<file path="src/rtl/alu_exec_stage_pkg.sv">
// CPU_package: shared CPU types for the datapath.
//   DATA_WIDTH          - datapath width
//   enum_alu_opcode_t   - ALU operation selector
//   struct_alu_flag_t   - ALU status flags {carry, zero, negative, overflow}
//   enum_exec_state_t   - execute stage FSM states
//   is_multicycle()     - opcodes that need the multicycle window in EXEC
package CPU_package;

  localparam int DATA_WIDTH = 16;

  typedef enum logic [3:0] {
    ALU_OP_ADD = 4'd0,
    ALU_OP_SUB = 4'd1,
    ALU_OP_AND = 4'd2,
    ALU_OP_OR  = 4'd3,
    ALU_OP_XOR = 4'd4,
    ALU_OP_SHL = 4'd5,
    ALU_OP_SHR = 4'd6,
    ALU_OP_MUL = 4'd7,
    ALU_OP_DIV = 4'd8,
    ALU_OP_CPR = 4'd9
  } enum_alu_opcode_t;

  typedef struct packed {
    logic carry;
    logic zero;
    logic negative;
    logic overflow;
  } struct_alu_flag_t;

  typedef enum logic [1:0] {
    EXEC_IDLE = 2'd0,
    EXEC_RUN  = 2'd1,
    EXEC_DONE = 2'd2
  } enum_exec_state_t;

  function automatic logic is_multicycle(input enum_alu_opcode_t opcode);
    return (opcode == ALU_OP_MUL) || (opcode == ALU_OP_DIV);
  endfunction

endpackage

</file>
<file path="src/rtl/alu_exec_stage_alu.sv">
// ALU: purely combinational arithmetic/logic unit.
//   alu_a, alu_b   in   DATA_WIDTH operands
//   alu_opcode     in   operation select
//   alu_mode       in   SHL: rotate carry in; SHR: arithmetic; CPR: signed compare
//   input_carry    in   carry-in for ADD/SUB/SHL-rotate
//   alu_out        out  DATA_WIDTH result
//   alu_out_flag   out  flags derived from this operation
module ALU
  import CPU_package::*;
(
  input  logic [DATA_WIDTH-1:0] alu_a,
  input  logic [DATA_WIDTH-1:0] alu_b,
  input  enum_alu_opcode_t      alu_opcode,
  input  logic                  alu_mode,
  input  logic                  input_carry,
  output logic [DATA_WIDTH-1:0] alu_out,
  output struct_alu_flag_t      alu_out_flag
);

  localparam int MSB = DATA_WIDTH - 1;

  logic [DATA_WIDTH:0]     sum_ext;
  logic [DATA_WIDTH:0]     diff_ext;
  logic [DATA_WIDTH:0]     cmp_ext;
  logic [2*DATA_WIDTH-1:0] prod;
  logic [DATA_WIDTH-1:0]   result;
  logic                    carry;
  logic                    overflow;

  // Extended-width sum/difference so the top bit is the carry/borrow out.
  assign sum_ext  = {1'b0, alu_a} + {1'b0, alu_b} + {{DATA_WIDTH{1'b0}}, input_carry};
  assign diff_ext = {1'b0, alu_a} - {1'b0, alu_b} - {{DATA_WIDTH{1'b0}}, input_carry};
  assign cmp_ext  = {1'b0, alu_a} - {1'b0, alu_b};
  assign prod     = {{DATA_WIDTH{1'b0}}, alu_a} * {{DATA_WIDTH{1'b0}}, alu_b};

  always_comb begin
    result   = '0;
    carry    = 1'b0;
    overflow = 1'b0;
    unique case (alu_opcode)
      ALU_OP_ADD: begin
        result   = sum_ext[MSB:0];
        carry    = sum_ext[DATA_WIDTH];
        overflow = (alu_a[MSB] == alu_b[MSB]) && (result[MSB] != alu_a[MSB]);
      end
      ALU_OP_SUB: begin
        // carry holds the borrow out
        result   = diff_ext[MSB:0];
        carry    = diff_ext[DATA_WIDTH];
        overflow = (alu_a[MSB] != alu_b[MSB]) && (result[MSB] != alu_a[MSB]);
      end
      ALU_OP_AND: result = alu_a & alu_b;
      ALU_OP_OR:  result = alu_a | alu_b;
      ALU_OP_XOR: result = alu_a ^ alu_b;
      ALU_OP_SHL: begin
        result = {alu_a[MSB-1:0], alu_mode ? input_carry : 1'b0};
        carry  = alu_a[MSB];
      end
      ALU_OP_SHR: begin
        result = {alu_mode ? alu_a[MSB] : 1'b0, alu_a[MSB:1]};
        carry  = alu_a[0];
      end
      ALU_OP_MUL: begin
        // carry flags that the product did not fit in DATA_WIDTH
        result = prod[MSB:0];
        carry  = |prod[2*DATA_WIDTH-1:DATA_WIDTH];
      end
      ALU_OP_DIV: begin
        if (alu_b == '0) begin
          result   = '1;
          overflow = 1'b1;
        end else begin
          result = alu_a / alu_b;
        end
      end
      ALU_OP_CPR: begin
        // carry = "a below b", unsigned or signed depending on mode
        result = cmp_ext[MSB:0];
        carry  = alu_mode ? ($signed(alu_a) < $signed(alu_b)) : cmp_ext[DATA_WIDTH];
      end
      default: result = '0;
    endcase
  end

  assign alu_out               = result;
  assign alu_out_flag.carry    = carry;
  assign alu_out_flag.zero     = (result == '0);
  assign alu_out_flag.negative = result[MSB];
  assign alu_out_flag.overflow = overflow;

endmodule

</file>
<file path="src/rtl/alu_exec_stage.sv">
// alu_exec_stage: execute stage around the ALU.
// Accepts one op per valid/ready handshake, runs it from latched operands,
// registers result and flags, and owns the architectural flag register.
//   clk, rst        clock, synchronous active-high reset
//   in_valid/ready  upstream handshake (in_ready is combinational from out_ready)
//   in_a, in_b      operands
//   in_opcode       ALU opcode
//   in_mode         forwarded to alu_mode
//   in_use_carry    1: ALU carry-in comes from flag_reg.carry
//   in_set_flags    1: this op's flags are written into flag_reg
//   out_valid/ready downstream handshake
//   out_result      registered ALU result
//   out_flag        registered ALU flags of this op
//   flag_reg        architectural flags
module alu_exec_stage
  import CPU_package::*;
#(
  parameter int               MULDIV_CYCLES = 4,
  parameter struct_alu_flag_t FLAG_RESET    = '0
) (
  input  logic                  clk,
  input  logic                  rst,
  input  logic                  in_valid,
  output logic                  in_ready,
  input  logic [DATA_WIDTH-1:0] in_a,
  input  logic [DATA_WIDTH-1:0] in_b,
  input  enum_alu_opcode_t      in_opcode,
  input  logic                  in_mode,
  input  logic                  in_use_carry,
  input  logic                  in_set_flags,
  output logic                  out_valid,
  input  logic                  out_ready,
  output logic [DATA_WIDTH-1:0] out_result,
  output struct_alu_flag_t      out_flag,
  output struct_alu_flag_t      flag_reg
);

  localparam int                CNT_W       = $clog2(MULDIV_CYCLES) + 1;
  localparam logic [CNT_W-1:0]  MULDIV_LOAD = CNT_W'(MULDIV_CYCLES - 1);

  enum_exec_state_t      state;
  logic [CNT_W-1:0]      cnt;
  logic [DATA_WIDTH-1:0] lat_a;
  logic [DATA_WIDTH-1:0] lat_b;
  enum_alu_opcode_t      lat_opcode;
  logic                  lat_mode;
  logic                  lat_use_carry;
  logic                  lat_set_flags;

  logic [DATA_WIDTH-1:0] alu_out;
  struct_alu_flag_t      alu_out_flag;
  logic                  input_carry;
  logic                  accept;

  // Ready in DONE depends on out_ready so a finished op can hand off to the
  // next one on the same edge; this is a deliberate combinational path.
  assign in_ready = (state == EXEC_IDLE) || ((state == EXEC_DONE) && out_ready);
  assign accept   = in_valid && in_ready;

  // Carry-in reads the live flag register, so an op accepted right after a
  // set_flags op sees the carry captured on the previous edge.
  assign input_carry = lat_use_carry ? flag_reg.carry : 1'b0;

  ALU u_alu (
    .alu_a        (lat_a),
    .alu_b        (lat_b),
    .alu_opcode   (lat_opcode),
    .alu_mode     (lat_mode),
    .input_carry  (input_carry),
    .alu_out      (alu_out),
    .alu_out_flag (alu_out_flag)
  );

  // Control FSM with registered outputs. Operand latches load only on an
  // accepted handshake so upstream wiggles in EXEC/DONE are invisible; reset
  // drops any in-flight op without touching flag_reg beyond FLAG_RESET.
  always_ff @(posedge clk) begin
    if (rst) begin
      state         <= EXEC_IDLE;
      cnt           <= '0;
      out_valid     <= 1'b0;
      out_result    <= '0;
      out_flag      <= '0;
      flag_reg      <= FLAG_RESET;
      lat_a         <= '0;
      lat_b         <= '0;
      lat_opcode    <= ALU_OP_ADD;
      lat_mode      <= 1'b0;
      lat_use_carry <= 1'b0;
      lat_set_flags <= 1'b0;
    end else begin
      unique case (state)
        EXEC_IDLE: begin
          if (in_valid) state <= EXEC_RUN;
        end
        EXEC_RUN: begin
          if (cnt != '0) begin
            cnt <= cnt - CNT_W'(1);
          end else begin
            out_result <= alu_out;
            out_flag   <= alu_out_flag;
            out_valid  <= 1'b1;
            if (lat_set_flags) flag_reg <= alu_out_flag;
            state      <= EXEC_DONE;
          end
        end
        EXEC_DONE: begin
          if (out_ready) begin
            out_valid <= 1'b0;
            state     <= in_valid ? EXEC_RUN : EXEC_IDLE;
          end
        end
        default: state <= EXEC_IDLE;
      endcase

      if (accept) begin
        lat_a         <= in_a;
        lat_b         <= in_b;
        lat_opcode    <= in_opcode;
        lat_mode      <= in_mode;
        lat_use_carry <= in_use_carry;
        lat_set_flags <= in_set_flags;
        cnt           <= is_multicycle(in_opcode) ? MULDIV_LOAD : '0;
      end
    end
  end

endmodule

</file>
<file path="config.mk">
export PLATFORM = sky130hd
export DESIGN_NAME = alu_exec_stage
export DESIGN_NICKNAME = d
export VERILOG_FILES = /design/src/rtl/alu_exec_stage_pkg.sv /design/src/rtl/alu_exec_stage_alu.sv /design/src/rtl/alu_exec_stage.sv
export SDC_FILE = /design/constraint.sdc
export NUM_CORES = 1
export LEC_CHECK = 0
export CELL_PAD_IN_SITES_DETAIL_PLACEMENT = 1
export CELL_PAD_IN_SITES_GLOBAL_PLACEMENT = 2
export CORE_UTILIZATION = 39
export CTS_CLUSTER_SIZE = 8
export DETAILED_ROUTE_END_ITERATION = 10
export GPL_ROUTABILITY_DRIVEN = 0
export PLACE_DENSITY_LB_ADDON = 0.1
export SLEW_MARGIN = 20
export SYNTH_ARGS = -nofsm -noshare
export SYNTH_HDL_FRONTEND = slang
export SYNTH_HIERARCHICAL = 1
export SYNTH_SLANG_ARGS = --single-unit
</file>
<file path="constraint.sdc">
create_clock -name clk -period 29.2 [get_ports clk]
set_clock_uncertainty 0.05 [all_clocks]
set_input_delay 2.92 -clock clk [delete_from_list [all_inputs] [get_ports clk]]
set_output_delay 2.92 -clock clk [all_outputs]
set_load 0.01 [all_outputs]
</file>
# Word level (Yosys, flattened, before mapping)
# Index checks and enable logic that the tools add are counted.
totals:
  regBits: 69
  in_bits: 43
  word_cells: 91
op_classes:
  n_addsub: 5
  multipliers: 1
  div: 1
  magnitude_cmp: 1
  n_eq_ne: 20
  n_mux: 21
  n_bitwise: 4
  reduce_logical: 20
ops:
  columns: ["op", "n"]
  rows:
  - ["16-bit case mux with 10 select lines", 1]
  - ["16-bit logical NOT", 2]
  - ["16-bit by 16-bit multiplier with 32-bit output", 1]
  - ["4-bit by 3-bit == test with 1-bit output (second input constant)", 5]
  - ["16-bit by 16-bit adder with 17-bit output", 1]
  - ["17-bit by 1-bit adder with 17-bit output", 1]
  - ["16-bit by 16-bit subtractor with 17-bit output", 1]
  - ["17-bit by 1-bit subtractor with 17-bit output", 1]
  - ["16-bit AND", 1]
  - ["16-bit by 16-bit divider with 16-bit output", 1]
  - ["16-bit < comparator", 1]
  - ["16-bit two-way mux", 1]
  - ["16-bit bitwise OR", 1]
  - ["16-bit OR reduction", 1]
  - ["16-bit bitwise XOR", 1]
  - ["4-bit == test (second input constant)", 3]
  - ["3-bit two-way mux", 3]
  - ["3-bit AND reduction", 3]
  - ["4-bit by 2-bit == test with 1-bit output (second input constant)", 2]
  - ["1-bit two-way mux", 8]
  - ["2-bit two-way mux", 4]
  - ["2-bit != test (second input constant)", 3]
  - ["1-bit case mux with 6 select lines", 1]
  - ["2-bit case mux with 3 select lines", 1]
  - ["16 further kinds", 25]

# Depth between registers and ports, before layout
# Gate-level depths: netlist of run 1.
logic_depth:
  ltp_word: 6
  depth_mapped: 134
  ltp_nobuf: 125

# Cells and area by module
# Netlist of run 1, hierarchy kept.
by_module_without_submodules:
  columns: ["mod", "n_inst", "cells_each", "area_per_inst_um2", "seq_area_each_um2"]
  rows:
  - ["ALU", 1, 2446, 18432.7, 0.0]
  - ["alu_exec_stage", 1, 318, 2526.2, 1381.3]

# Worst setup path before layout of run 1
# No wires, ideal clock.
synth_timing:
  path_kind: "flip-flop to flip-flop"
  startpoint: "register lat_b[0]"
  endpoint: "register flag_reg[2] (netlist bit)"
  setup_time_ps: 70
  arrival_ps: 26537
  required_time_ps: 29080
  setup_slack_ps: 2543
  stages_incl_launch_ff: 118
  path_buffers: 8
  cell_sequence: "dfxtp_1 clkbuf_1 clkinv_1 ha_1 a21oi_1 a21oi_1 ha_1 o21ai_0 a21oi_1 mux2i_1 o22a_1 ha_1 o21bai_1 a21oi_1 and2_1 mux2_2 ha_1 o21ai_0 [... 82 more ...] nand4_1 or4_1 o21ai_0 o21bai_1 clkbuf_1 mux2_2 ha_1 a21oi_1 nor2b_1 o211ai_1 a21oi_1 o31ai_1 a21oi_1 o21ai_0 a21oi_1 nor4_2 nand3_1 a21oi_1"
synth_lines:
  columns: ["item", "line_no", "rtl"]
  rows:
  - ["start: declaration", "alu_exec_stage.sv:44", "logic [DATA_WIDTH-1:0] lat_b;"]
  - ["start signal: assignment", "alu_exec_stage.sv:118", "lat_b <= in_b;"]
  - ["end signal: assignment", "alu_exec_stage.sv:103", "if (lat_set_flags) flag_reg <= alu_out_flag;"]
  - ["end: declaration", "alu_exec_stage.sv:35", "output struct_alu_flag_t flag_reg"]

==> run_results.csv, run 1 <==
group,metric,value,unit
floorplanning,initial_core_util,39.6,%
timing,fin_tns_setup,0,ps
timing,max_slew_margin,32.8,%
grt,grt_usage,32.9,%
placement,port-buffer-count,68,
logic_synthesis,synth-async-reset-ratio,0,%
logic_synthesis,ys_seq_elements,69,
final_layout,final_cells,3492,
timing,timing.final.crit_share,93.6,%
logic_synthesis,yosysWarnings,6,
setup_path,cpMostUsedCell,"ha_1",
grt,grt-ovfl-total,0,
logic_synthesis,yosysSeqAreaShare,6.59,%
setup_path,crit_buf_inv,12,
setup_path,crit_family,"compound AO/OA/AOI/OAI gates",
timing,hold_viol,0,
detailed_routing,wl_per_cell,25.5,um
detailed_routing,ant_nets,0,
timing,setup_viol,0,
grt,antenna_found_initial,1,
final_layout,final_layout_size_suffix_gt1_share,7.89,%
detailed_routing,vias,21000,
worst_hold_path,hp-class,"reg -> reg",
timing,drv_slew,0,
logic_synthesis,yosys-top-cells-area,"fa_1, ha_1, dfxtp_1",
floorplanning,core,52900,um2
logic_synthesis,syn_inst,2764,
final_layout,area_growth,10.5,%
worst_hold_path,min_from,"out_flag[0]",
detailed_routing,firstDrtPassIters,6,
floorplanning,ios,69,
logic_synthesis,ys_types,99,
final_layout,top_regs,"lat_a x16, lat_b x16, out_result x16",
setup_path,r2r_start,"lat_b[15]",
final_layout,final_util,43.8,%
logic_synthesis,synth.avg_cell_area,7.58,um2
setup_path,crit_arrival,27560,ps
timing,post-route-min-period,27340,ps
grt,grt_pass1_vias,21800,
timing,hold_ws,408,ps
floorplanning,die_h,234,um
logic_synthesis,netlist_area,21000,um2
setup_path,worstSetupStartpoint,"lat_b[15]",
setup_path,cp_max_fo,14,
run,cap_violations,0,
clocking,clkSinkCount,69,
clocking,hold_buffers,0,
clocking,ctsHtreeMaxLevel,3,
clocking,cts_buffers,9,
placement,dp_hpwl,69300,um
logic_synthesis,synth-edff-count,0,
setup_path,critPathKind,"reg -> reg",
floorplanning,fp-row-count,84,
detailed_routing,routed_wl,89100,um
timing,fmax,36.6,MHz
floorplanning,die_area,54700,um2
setup_path,endpoint_kind,"flop",
clocking,clkTransAtPathRegs,70,ps
clocking,cts_max_path_buffers,2,
clocking,cts_tree,"done",
setup_path,crit_required,29420,ps
setup_path,slowest_stage,"a311o_1",
grt,grt_max_degree,70,
detailed_routing,vias_per_cell,6.00,
setup_path,slowest_delay,460,ps
placement,placedCellCount,3465,
clocking,cts_root_buf,"clkbuf_16",
final_layout,fin_nets,3332,
clocking,clock_latency,350,ps
logic_synthesis,synth.largest_area_cell,"fa_1",
floorplanning,die_w,234,um
setup_path,start_kind,"flop",
detailed_routing,drc,0,
logic_synthesis,synth.top_cell.area_share,18.8,%
detailed_routing,first_iter_violations,1717,
logic_synthesis,synth_nets,3299,
grt,grt_pass1_wl,135000,um
status,status,"completed",
timing,tightest_slew,1010,ps
logic_synthesis,ys.flop_type,"dfxtp_1",
[layout make-up]
class / instances / area [um2]
Multi-Input combinational cell: 2244 / 18100
Timing Repair Buffer: 149 / 1300
Antenna cell: 2 / 5.00
Clock inverter: 7 / 105
Fill cell: 6523 / 29700
Inverter: 324 / 1220
Clock buffer: 9 / 225
Tap cell: 688 / 861
Sequential cell: 69 / 1380
[synthesized netlist by cell type (36+ instances only)]
cell	number
fa_1	197
dfxtp_1	69
clkbuf_1	94
inv_1	307
a21o_1	49
xnor2_1	81
nor3_1	58
a21oi_1	201
nand3_1	53
o21ai_0	87
nor2b_1	37
nand2_1	317
nor2_1	307
ha_1	295
mux2_2	36
[per-stage QoR]
stage | cell area [um2] | worst slack (ps)
after floorplan | 21000 | 2540
after global placement | 22500 | 581
after detailed placement | 22500 | -1100
after CTS | 22900 | 29.8
after global routing | 23200 | -92.1
final | 23200 | 1860
[cell usage in the layout (no fill, tap or decap), types with 33 or more instances in the layout]
master           netlist  layout
o21ai_0               87      84
xnor2_1               81      81
mux2_2                36      36
nor2_1               307     307
inv_1                307     306
fa_1                 197     197
nor3_1                58      54
a21oi_1              201     196
clkdlybuf4s50_1        0      67
buf_4                  9      80
dfxtp_1               69      69
nand2_1              317     317
ha_1                 295     295
a21o_1                49      47
xor2_1                33      33
nor2b_1               37      37
nand3_1               53      53
[worst min-delay path, delay by kind of cell (launching register included)]
family / cells / cell delay [ps]
flops: 1 / 310
simple gates: 1 / 50
compound gates: 1 / 50
[routing by layer]
layer	routed length [um]	global-route usage, %	vias to the layer above
met5	0	0	-
met4	2380	8.48	0
met3	6270	5.74	142
met2	39600	52.1	701
met1	40800	46.0	10600
li1	-	-	9564
[logic make-up after synthesis]
kind of cell | count (synthesis) | synth area share [%]
adders and majority gates | 492 | 36.4
and+or+nand+nor | 944 | 20.7
DFF | 69 | 6.59
buffers and inverters | 451 | 8.33
muxes | 53 | 2.77
xor gates and xnor gates | 115 | 4.84
AOI/OAI and AO/OA | 640 | 20.3
[worst paths after layout]
path | end | slack, ps | cells after the start
setup / recovery | flag_reg[2] | 1860 | 124
hold / removal | out_flag[0] | 410 | 2
setup reg to reg | flag_reg[2] | 1860 | 124
hold reg to reg | out_flag[0] | 410 | 2
[repair_timing]
action | 4_1_cts | 5_1_grt
gates resized for setup | 7 | 35
setup buffers | 0 | 9
pin swaps | 0 | 7
setup endpoints to repair | 3 | 4
endpoints found under the hold margin | 0 | 0
Power of run 1 is not shown: default switching activity piles up to over one toggle a cycle in this logic, so the estimate is an artifact.
==> inputs of run 2 (changes only) <==
- clock period: 29.2 -> 29.1 ns (I/O delays scaled with it)
==> run_results.csv, run 2 (synthesized netlist as in run 1, its figures left out) <==
group,metric,value,unit
grt,grt_max_degree,70,
timing,setup_viol,0,
clocking,cts_buffers,9,
final_layout,fin_nets,3336,
setup_path,r2r_cells,120,
floorplanning,die_h,234,um
final_layout,top_regs,"lat_a x16, lat_b x16, out_result x16",
final_layout,antenna_cells,0,
setup_path,worstSetupStartpoint,"lat_b[15]",
status,status,"completed",
setup_path,critPathKind,"reg -> reg",
timing,timing.final.crit_share,93.2,%
final_layout,mostFrequentLayoutCells,"nand2_1, nor2_1, inv_1, ha_1",
clocking,clock_latency,350,ps
detailed_routing,drc,0,
final_layout,multi_input_comb_area,18000,um2
timing,max_slew_margin,25.6,%
setup_path,crit_arrival,27330,ps
timing,drv_slew,0,
final_layout,area_growth,10.5,%
setup_path,start_kind,"flop",
timing,post-route-min-period,27120,ps
clocking,hold_buffers,0,
final_layout,fill_cells,6523,
final_layout,regArea,1380,um2
setup_path,slowest_stage,"or4_1",
grt,grt_pass1_vias,21900,
setup_path,slowest_delay,530,ps
placement,dp_hpwl,69600,um
final_layout,layout_commonest_cell,"nand2_1",
grt,grt_pass1_wl,136000,um
detailed_routing,vias,21000,
detailed_routing,routed_wl,89500,um
detailed_routing,first_iter_violations,1655,
final_layout,final_layout_size_suffix_gt1_share,8.02,%
detailed_routing,ant_nets,0,
timing,hold_ws,403,ps
setup_path,regToRegEndpoint,"flag_reg[2]",
clocking,clkSinkCount,69,
setup_path,r2r_start,"lat_b[15]",
timing,hold_viol,0,
clocking,clkTransAtPathRegs,60,ps
clocking,cts_tree,"done",
timing,fmax,36.9,MHz
setup_path,crit_required,29320,ps
floorplanning,die_w,234,um
clocking,cts_root_buf,"clkbuf_16",
setup_path,cp_max_fo,15,
placement,placed_area,22600,um2
detailed_routing,wl_per_cell,25.6,um
detailed_routing,vias_per_cell,6.01,
grt,grt-ovfl-total,0,
timing,tightest_slew,1110,ps
floorplanning,fp-row-count,84,
clocking,ctsHtreeMaxLevel,3,
run,cap_violations,0,
final_layout,postLayoutCellArea,23200,um2
floorplanning,core,52900,um2
floorplanning,die_area,54700,um2
grt,grt_usage,33.1,%
setup_path,r2r_slack,1980,ps
setup_path,endpoint_kind,"flop",
worst_hold_path,hp-class,"reg -> reg",
floorplanning,ios,69,
setup_path,cpMostUsedCell,"ha_1",
grt,antenna_found_initial,0,
clocking,cts_max_path_buffers,2,
placement,port-buffer-count,68,
floorplanning,initial_core_util,39.6,%
setup_path,crit_end,"flag_reg[2]",
detailed_routing,firstDrtPassIters,5,
## run 2: cell count changes in the layout (fill, tap and decap cells not counted), moves of 2 or more
cell,previous run,this run
nand2_2,0,2
nand2_1,317,315
buf_4,80,84
diode_2,2,0
## run 2: metal layers
| layer | share of wire, % | global-route usage, % | vias up |
|---|---|---|---|
| li1 | - | - | 9565 |
| met1 | 45 | 46.6 | 10600 |
| met2 | 44 | 51.7 | 740 |
| met3 | 8.2 | 6.27 | 147 |
| met4 | 2.7 | 8.18 | 0 |
| met5 | 0 | 0 | - |
## run 2: worst max-delay path, delay by kind of cell, from the launching register on
kind,cells,cell delay (ps)
AOI/OAI and AO/OA,65,13590
adders and majority gates,15,4680
buffers and inverters,13,2470
DFF,1,340
muxes,6,1930
and+or+nand+nor,21,3930
## run 2: cell type report
| type | count | area share [%] |
|---|---|---|
| Timing Repair Buffer | 153 | 5.73 |
| Sequential cell | 69 | 5.97 |
| Clock inverter | 7 | 0.454 |
| Inverter | 324 | 5.27 |
| Tap cell | 688 | 3.72 |
| Clock buffer | 9 | 0.973 |
| Multi-Input combinational cell | 2244 | 77.9 |
## run 2: worst min path at each step
stage,startpoint,slack [ps],cells after the start,to
detailed placement,lat_use_carry,400,2,lat_use_carry
finish,out_result[7],400,2,out_result[7]
global route,out_result[7],420,2,out_result[7]
CTS,out_result[7],410,2,out_result[7]
global placement,lat_use_carry,390,2,lat_use_carry
floorplan,lat_use_carry,380,2,lat_use_carry
## run 2: through the flow
stage	worst slack [ps]	TNS [ps]	cells	util, %
6_report	1980	0	3494	43.8
5_1_grt	-145	-260	3494	43.8
4_1_cts	71.2	0	3485	43.4
3_5_place_dp	-690	-1720	3469	42.7
3_3_place_gp	819	0	3469	42.7
2_1_floorplan	2440	0	2764	-
## run 2: what timing repair did
item                       in CTS  in global routing
setup endpoints to repair       3                  4
pin swaps                       0                  8
gates resized for setup         5                 35
cloned                          0                  0
buffers inserted                0                  9
Power of run 2 is left out for the same reason.
